<file path="src/rtl/fdiv_issue_ctrl.sv">
// Issue controller for a multi-cycle single-precision divider: accepts one request,
// sequences launch/wait/drain, returns the result with its tag and accumulates fflags.
package fdiv_issue_pkg;
  typedef enum logic [2:0] {
    ERR_NONE      = 3'd0,
    ERR_DIVBYZERO = 3'd1,
    ERR_OVERFLOW  = 3'd2,
    ERR_INVALID   = 3'd3,
    ERR_UNDERFLOW = 3'd4
  } o_err_t;
endpackage

module fdiv_issue_ctrl
  import fdiv_issue_pkg::*;
#(
  parameter int unsigned DRAIN_CYC = 3,
  parameter int unsigned TIMEOUT   = 63
) (
  input  logic        clk,
  input  logic        rstn,
  input  logic        req_valid,
  output logic        req_ready,
  input  logic [31:0] req_a,
  input  logic [31:0] req_b,
  input  logic [2:0]  req_rm,
  input  logic [4:0]  req_tag,
  input  logic [2:0]  frm,
  input  logic        flags_clr,
  output logic [31:0] div_a,
  output logic [31:0] div_b,
  output logic [1:0]  div_rm,
  output logic        div_fdiv,
  output logic        div_ena,
  input  logic        div_busy,
  input  logic        div_stall,
  input  logic [31:0] div_s,
  input  o_err_t      div_err,
  output logic        rsp_valid,
  input  logic        rsp_ready,
  output logic [31:0] rsp_data,
  output logic [4:0]  rsp_tag,
  output o_err_t      rsp_err,
  output logic [4:0]  fflags,
  output logic        pipe_stall
);

  localparam int unsigned   DW         = (DRAIN_CYC > 1) ? $clog2(DRAIN_CYC) : 1;
  localparam logic [31:0]   QNAN       = 32'h7fc0_0000;
  localparam logic [5:0]    WAIT_LAST  = 6'(TIMEOUT - 1);
  localparam logic [DW-1:0] DRAIN_LOAD = DW'(DRAIN_CYC - 1);

  typedef enum logic [2:0] {S_IDLE, S_LAUNCH, S_WAIT, S_DRAIN, S_DONE} state_t;

  // Returns {legal, divider mode}; RMM falls back to nearest-even.
  function automatic logic [2:0] decode_rm(input logic [2:0] rm);
    case (rm)
      3'b000:  decode_rm = 3'b1_00;
      3'b001:  decode_rm = 3'b1_11;
      3'b010:  decode_rm = 3'b1_01;
      3'b011:  decode_rm = 3'b1_10;
      3'b100:  decode_rm = 3'b1_00;
      default: decode_rm = 3'b0_00;
    endcase
  endfunction

  function automatic logic [4:0] err_flags(input o_err_t e);
    case (e)
      ERR_INVALID:   err_flags = 5'b10000;
      ERR_DIVBYZERO: err_flags = 5'b01000;
      ERR_OVERFLOW:  err_flags = 5'b00100;
      ERR_UNDERFLOW: err_flags = 5'b00010;
      default:       err_flags = 5'b00000;
    endcase
  endfunction

  state_t        state_q, state_d;
  logic [31:0]   div_a_q, div_a_d, div_b_q, div_b_d, rsp_data_q, rsp_data_d;
  logic [1:0]    div_rm_q, div_rm_d;
  logic [4:0]    rsp_tag_q, rsp_tag_d, fflags_q, fflags_d, new_flags_s;
  o_err_t        rsp_err_q, rsp_err_d;
  logic [5:0]    wait_cnt_q, wait_cnt_d;
  logic [DW-1:0] drain_cnt_q, drain_cnt_d;
  logic [2:0]    rm_eff_s, rm_dec_s;

  // State register and datapath flops.
  always_ff @(posedge clk or negedge rstn) begin
    if (!rstn) begin
      state_q     <= S_IDLE;
      div_a_q     <= 32'd0;
      div_b_q     <= 32'd0;
      div_rm_q    <= 2'd0;
      rsp_data_q  <= 32'd0;
      rsp_tag_q   <= 5'd0;
      rsp_err_q   <= ERR_NONE;
      fflags_q    <= 5'd0;
      wait_cnt_q  <= 6'd0;
      drain_cnt_q <= {DW{1'b0}};
    end else begin
      state_q     <= state_d;
      div_a_q     <= div_a_d;
      div_b_q     <= div_b_d;
      div_rm_q    <= div_rm_d;
      rsp_data_q  <= rsp_data_d;
      rsp_tag_q   <= rsp_tag_d;
      rsp_err_q   <= rsp_err_d;
      fflags_q    <= fflags_d;
      wait_cnt_q  <= wait_cnt_d;
      drain_cnt_q <= drain_cnt_d;
    end
  end

  // Next-state, operand latching, result capture and flag accumulation.
  always_comb begin
    state_d     = state_q;
    div_a_d     = div_a_q;
    div_b_d     = div_b_q;
    div_rm_d    = div_rm_q;
    rsp_data_d  = rsp_data_q;
    rsp_tag_d   = rsp_tag_q;
    rsp_err_d   = rsp_err_q;
    wait_cnt_d  = wait_cnt_q;
    drain_cnt_d = drain_cnt_q;
    new_flags_s = 5'd0;
    rm_eff_s    = (req_rm == 3'b111) ? frm : req_rm;
    rm_dec_s    = decode_rm(rm_eff_s);

    case (state_q)
      S_IDLE: begin
        if (req_valid) begin
          div_a_d   = req_a;
          div_b_d   = req_b;
          div_rm_d  = rm_dec_s[1:0];
          rsp_tag_d = req_tag;
          if (rm_dec_s[2]) begin
            state_d = S_LAUNCH;
          end else begin
            state_d    = S_DONE;
            rsp_data_d = QNAN;
            rsp_err_d  = ERR_INVALID;
          end
        end else begin
          state_d = S_IDLE;
        end
      end
      S_LAUNCH: begin
        state_d    = S_WAIT;
        wait_cnt_d = 6'd0;
      end
      S_WAIT: begin
        // The first WAIT cycle never completes, even if busy has not yet risen.
        if (!div_busy && (wait_cnt_q != 6'd0)) begin
          state_d     = S_DRAIN;
          drain_cnt_d = DRAIN_LOAD;
        end else if (wait_cnt_q == WAIT_LAST) begin
          state_d    = S_DONE;
          rsp_data_d = QNAN;
          rsp_err_d  = ERR_INVALID;
        end else begin
          wait_cnt_d = wait_cnt_q + 6'd1;
        end
      end
      S_DRAIN: begin
        if (drain_cnt_q == {DW{1'b0}}) begin
          state_d    = S_DONE;
          rsp_data_d = div_s;
          rsp_err_d  = div_err;
        end else begin
          drain_cnt_d = drain_cnt_q - DW'(1);
        end
      end
      S_DONE: begin
        if (rsp_ready) begin
          state_d     = S_IDLE;
          new_flags_s = err_flags(rsp_err_q);
        end else begin
          state_d = S_DONE;
        end
      end
      default: begin
        state_d = S_IDLE;
      end
    endcase

    fflags_d = (flags_clr ? 5'd0 : fflags_q) | new_flags_s;
  end

  assign req_ready  = (state_q == S_IDLE);
  assign div_fdiv   = (state_q == S_LAUNCH);
  assign div_ena    = (state_q == S_LAUNCH) || (state_q == S_WAIT) || (state_q == S_DRAIN);
  assign rsp_valid  = (state_q == S_DONE);
  assign pipe_stall = div_ena || div_stall;
  assign div_a      = div_a_q;
  assign div_b      = div_b_q;
  assign div_rm     = div_rm_q;
  assign rsp_data   = rsp_data_q;
  assign rsp_tag    = rsp_tag_q;
  assign rsp_err    = rsp_err_q;
  assign fflags     = fflags_q;

endmodule

</file>
<file path="config.mk">
export PLATFORM = sky130hd
export DESIGN_NAME = fdiv_issue_ctrl
export DESIGN_NICKNAME = d
export VERILOG_FILES = /design/src/rtl/fdiv_issue_ctrl.sv
export SDC_FILE = /design/constraint.sdc
export NUM_CORES = 1
export LEC_CHECK = 0
export ABC_CLOCK_PERIOD_IN_PS = 2100
export CORE_ASPECT_RATIO = 0.5
export CORE_MARGIN = 2
export CORE_UTILIZATION = 35
export CTS_CLUSTER_SIZE = 30
export DETAILED_ROUTE_END_ITERATION = 16
export PLACE_DENSITY = 0.7
export SYNTH_ARGS = -nofsm -noshare
export SYNTH_HDL_FRONTEND = slang
export SYNTH_SLANG_ARGS = --single-unit
</file>
<file path="constraint.sdc">
create_clock -name clk -period 2.1 [get_ports clk]
set_input_delay 0.315 -clock clk [delete_from_list [all_inputs] [get_ports clk]]
set_output_delay 0.315 -clock clk [all_outputs]
set_load 0.02 [all_outputs]
</file>
* Word-level counts from Yosys, hierarchy flattened *
Index checks and enable logic that the tools add are counted.

word-level totals
  RAM bits = 0
  memory bits (read-only) = 0
  memories kept = 0
  output and inout port bits = 116
  register bits after elaboration = 122
  bits in latches = 0
  bits of input ports = 117

cells by class
  bitwise logic cells = 1
  $lt $le $gt $ge = 0
  muxes and demuxes = 31
  reductions and logical operators = 18
  shifts and indexed selects = 0
  eq/ne operators = 23
  div/mod/pow operators = 0
  multiply operators = 0
  add/sub/neg operators = 2

operators with widths
  operator               count
  $mux W32               5
  $pmux W32 S3           1
  $mux W3                12
  $pmux W5 S4            1
  $eq A3 B2 Y1 const B   6
  $ne A2 B2 Y1 const B   8
  $mux W5                3
  $pmux W3 S5            1
  $eq A3 B3 Y1 const B   4
  $mux W6                2
  $pmux W3 S4            1
  $pmux W6 S2            1
  $eq A3 B1 Y1 const B   3
  $pmux W3 S3            1
  $add A6 B1 Y6 const B  1
  $eq A6 B6 Y1 const B   1
  $logic_not A3 Y1       2
  $reduce_and A3 Y1      2
  $reduce_and A6 Y1      1
  $reduce_bool A6 Y1     1
  $or A5 B5 Y5           1
  $mux W2                2
  $pmux W2 S2            1
  $reduce_and A2 Y1      2
  other kinds (9)        12

* Longest topological paths before layout *
  depth after elaboration = 8
  gate-level depth with buffers = 7
  mapped depth without buffers = 6

* Least setup slack after synthesis *
Ideal clock, no wire load.

  kind = register to register
  start point = register state_q[1]
  end point = register div_a_q[0], in the netlist div_a[0]
  cell stages (with the launch flop) = 7
  data required time = 1.975 ns
  setup time = 0.125 ns
  arrival = 1.602 ns
  setup slack = 0.373 ns
  buffers on the path = 3
  cell sequence = dfrtp_1 or2_1 clkbuf_1 nor3_2 buf_4 buf_4 mux2_2

on the way
  word-level cells in the longest chain between the ends = 2

RTL lines
  item                         line  RTL
  start: declaration           76    state_t state_q, state_d;
  start signal: assignment     99    state_q <= state_d;
  $logic_not A3 Y1             127   case (state_q)
  $reduce_and A2 Y1 (no line)  n/a
  end signal: assignment       100   div_a_q <= div_a_d;
  end: declaration             77    logic [31:0] div_a_q, div_a_d, div_b_q, div_b_d, rsp_data_q, rsp_data_d;

Every way passes these cells.
A chain may end at the register's enable or synchronous reset.

* Final worst setup path *
  start point = register state_q[1]
  end point = output req_ready

on the way
  word-level cells in the longest chain between the ends = 1

RTL lines
  item              line  RTL
  $logic_not A3 Y1  187   assign req_ready = (state_q == S_IDLE);
  end: declaration  22    output logic req_ready,

Every way passes these cells.

==> impl_metrics.json <==
{
  "worst_ep_arrival_time_ns": 1.70,
  "worstRegToRegCells": 5,
  "finalNonFillerCells": 810,
  "muxShareOfSynthArea_pct": 16.6,
  "synth_fa_ha_area_share_pct": 1.03,
  "synthCells": 350,
  "htreeDepth": 4,
  "dieHeight_um": 87.3,
  "yosysUniqueCellTypes": 45,
  "rr_endpoint": "div_a[20]$_DFFE_PN0P_",
  "outcome": "complete, no violations",
  "grt_max_degree": 40,
  "synth-edff-count": 0,
  "ant_nets": 0,
  "insertedDiodeCount": 0,
  "synth_compound_gate_area_share_pct": 11.5,
  "r2r_start": "state_q[1]$_DFFE_PN0P_",
  "rows": 30,
  "internal-power_mw": 8.05,
  "drive_above_1_share_pct": 22.0,
  "fin_skew_ns": 0.0129,
  "synthArstFlopShare_pct": 100,
  "hold_viol_final": 0,
  "syn_nets": 471,
  "synth_area_mm2": 0.00486,
  "yosysSeqAreaShare_pct": 62.3,
  "track_usage_pct": 18.3,
  "wl_mm": 13.5,
  "cts_buffer_depth": 2,
  "gp_congestion": 0.804,
  "ys_ff_latch": 121,
  "ys_warn_count": 0,
  "clk_pin_slew_worst_paths_ns": 0.06,
  "grt_overflow_total": 0,
  "dr.pass1.iters": 4,
  "synthTopCellsByArea": "dfrtp_1, mux2_2, a22o_1",
  "start_util_pct": 35.9,
  "clockPowerShare_pct": 23.1,
  "ios": 233,
  "synth_top_family_by_area": "multiplexers",
  "period_share_pct": 96.1,
  "cellPowerDensity_mw_per_mm2": 1520,
  "p_comb_share_pct": 46.0,
  "synthTopCellsByCount": "dfrtp_1, mux2_2, a22o_1",
  "p_leak_nw": 3.37,
  "synthFlopType": "dfrtp_1",
  "nets": 726,
  "synthToLayoutAreaGrowth_pct": 68.1,
  "required_ns": 1.78,
  "syn_area_per_cell_um2": 13.9,
  "drc": 0,
  "cp-start-kind": "flip-flop",
  "cts_tree": "yes",
  "fmax_mhz": 495,
  "swShare_pct": 35.0,
  "synth_top_area_share_pct": 62.3,
  "sequentialPowerShare_pct": 30.9,
  "grt_pass1_vias": 4002,
  "path_class": "reg -> out",
  "finalSetupViolCount": 0,
  "synth_xor_area_share_pct": 0.180,
  "period_needed_ns": 2.02,
  "dp.cells": 777,
  "switching_power_mw": 4.34,
  "cts_root_buffer": "clkbuf_16",
  "grt_pass1_wl_mm": 21.1,
  "core_area_mm2": 0.0136,
  "cts.sinks": 121,
  "synth_largest_area_cell": "dfrtp_1",
  "hold_class": "in -> async",
  "antenna_found_initial": 0,
  "synthSimpleGateAreaFrac_pct": 5.04,
  "vdd_ir_drop_max_uv": 593,
  "detail_route.iter0.violations": 227,
  "cts_buffers": 17,
  "via_count": 3878,
  "place.detailed.hpwl_mm": 9.86,
  "crit_fanout": 8,
  "tns_ns": 0,
  "port_buffers": 231,
  "r2r_slack_ns": 0.20,
  "post_drt_wl_per_cell_um": 16.6,
  "clock_latency_ns": 0.41,
  "crit_path_end_kind": "output port",
  "p_total_mw": 12.4,
  "rsz0062_at_grt": "false",
  "vias_per_cell": 4.79,
  "drv_cap": 0,
  "yosys.cell_count.top_type": "dfrtp_1",
  "final_max_slew_viol_count": 0,
  "die_area_mm2": 0.0149,
  "die_w_um": 171
}
## power groups by stage
stage          Clock (mW)  Sequential, mW  Combinational [mW]
6_report             2.86            3.83                5.70
5_1_grt              3.06            3.96                6.04
4_1_cts              2.94            3.84                5.75
3_5_place_dp            0            3.85                5.75
3_3_place_gp            0            3.82                5.68
2_1_floorplan           0            4.89                1.85
## sequential cells by signal, summed over array words and instances (netlist names)
signal and count:
div_b 32, rsp_tag 5, div_a 32, wait_cnt_q 6, rsp_err 3, rsp_data 32
div_rm 2, drain_cnt_q 2, fflags 4, state_q 3
## cells by family after synthesis
group / Yosys count
DFF: 121
AOI/OAI and AO/OA: 73
muxes: 72
and+or+nand+nor: 46
buffers and inverters: 32
adders and majority gates: 4
other: 1
xor gates and xnor gates: 1
## metal layers
layer / share of wire [%] / up-vias / global-route usage (%)
met2: 53 / 81 / 32.4
met5: 0 / - / 0
met1: 42 / 1983 / 22.6
li1: - / 1802 / -
met4: 1.0 / 0 / 6.76
met3: 3.3 / 12 / 3.54
## how the worst max path moves through the flow
stage	slack, ns	from	to	cells past startpoint
after floorplan	0.37	state_q[1]$_DFFE_PN0P_	div_a[0]$_DFFE_PN0P_	6
after global placement	0.08	frm[0]	rsp_data[18]$_DFFE_PN0P_	7
after detailed placement	0.08	frm[0]	rsp_data[13]$_DFFE_PN0P_	7
after CTS	0.007	state_q[1]$_DFFE_PN0P_	div_fdiv	3
after global routing	0.01	state_q[1]$_DFFE_PN0P_	req_ready	3
final	0.08	state_q[1]$_DFFE_PN0P_	req_ready	3
## cell usage in the layout, fill, tap and decap left out, drive strengths merged, types with 2 or more instances in the layout
cell	synthesis	final
clkdlybuf4s50	0	225
dfrtp	121	121
mux2	70	70
a22o	24	24
buf	16	24
clkbuf	3	19
inv	12	14
nand2	10	10
a21oi	10	10
o22a	10	10
o21ai	9	9
nor2	9	9
clkinv	1	6
nand3	5	5
clkinvlp	0	5
nor3	5	5
ha	4	4
and2	3	3
o2bb2ai	3	3
o22ai	3	3
dlygate4sd2	0	3
or3	2	2
a32o	2	2
a211oi	2	2
a31oi	2	2
o31ai	2	2
or4	2	2
mux2i	2	2
nor3b	2	2
bufinv	0	2
or2	2	2
## through the flow
stage	cell area (um2)	utilization (%)	hold slack, ns	worst slack, ns
floorplan	4860	-	0.0194	0.373
global placement	7580	55.9	0.309	0.0782
detailed placement	7580	55.9	0.319	0.0784
CTS	8170	60.3	0.428	0.00703
global route	8180	60.3	0.488	0.00985
finish	8180	60.3	0.424	0.0811
## layout make-up
cell class / instances / area, um2
clock buffer: 18 / 439
sequential: 121 / 3030
clock inverter: 14 / 148
tap: 192 / 240
multi-input combinational: 197 / 1700
fill: 1104 / 5380
inverter: 13 / 48.8
timing repair buffer: 255 / 2570
## what timing repair did
item | 4_1_cts | 5_1_grt
endpoints found under the hold margin | 33 | 0
setup buffers | 0 | 0
setup endpoints to repair | 5 | 3
hold buffers | 1 | 0
resized for setup | 7 | 4
## worst max-delay path, stage by stage (launching register included)
cell and delay, ns:
dfrtp_1 0.46, or2_1 0.38, nor2_2 0.17, clkdlybuf4s15_2 0.29
Power figures use the tool's default switching activity.
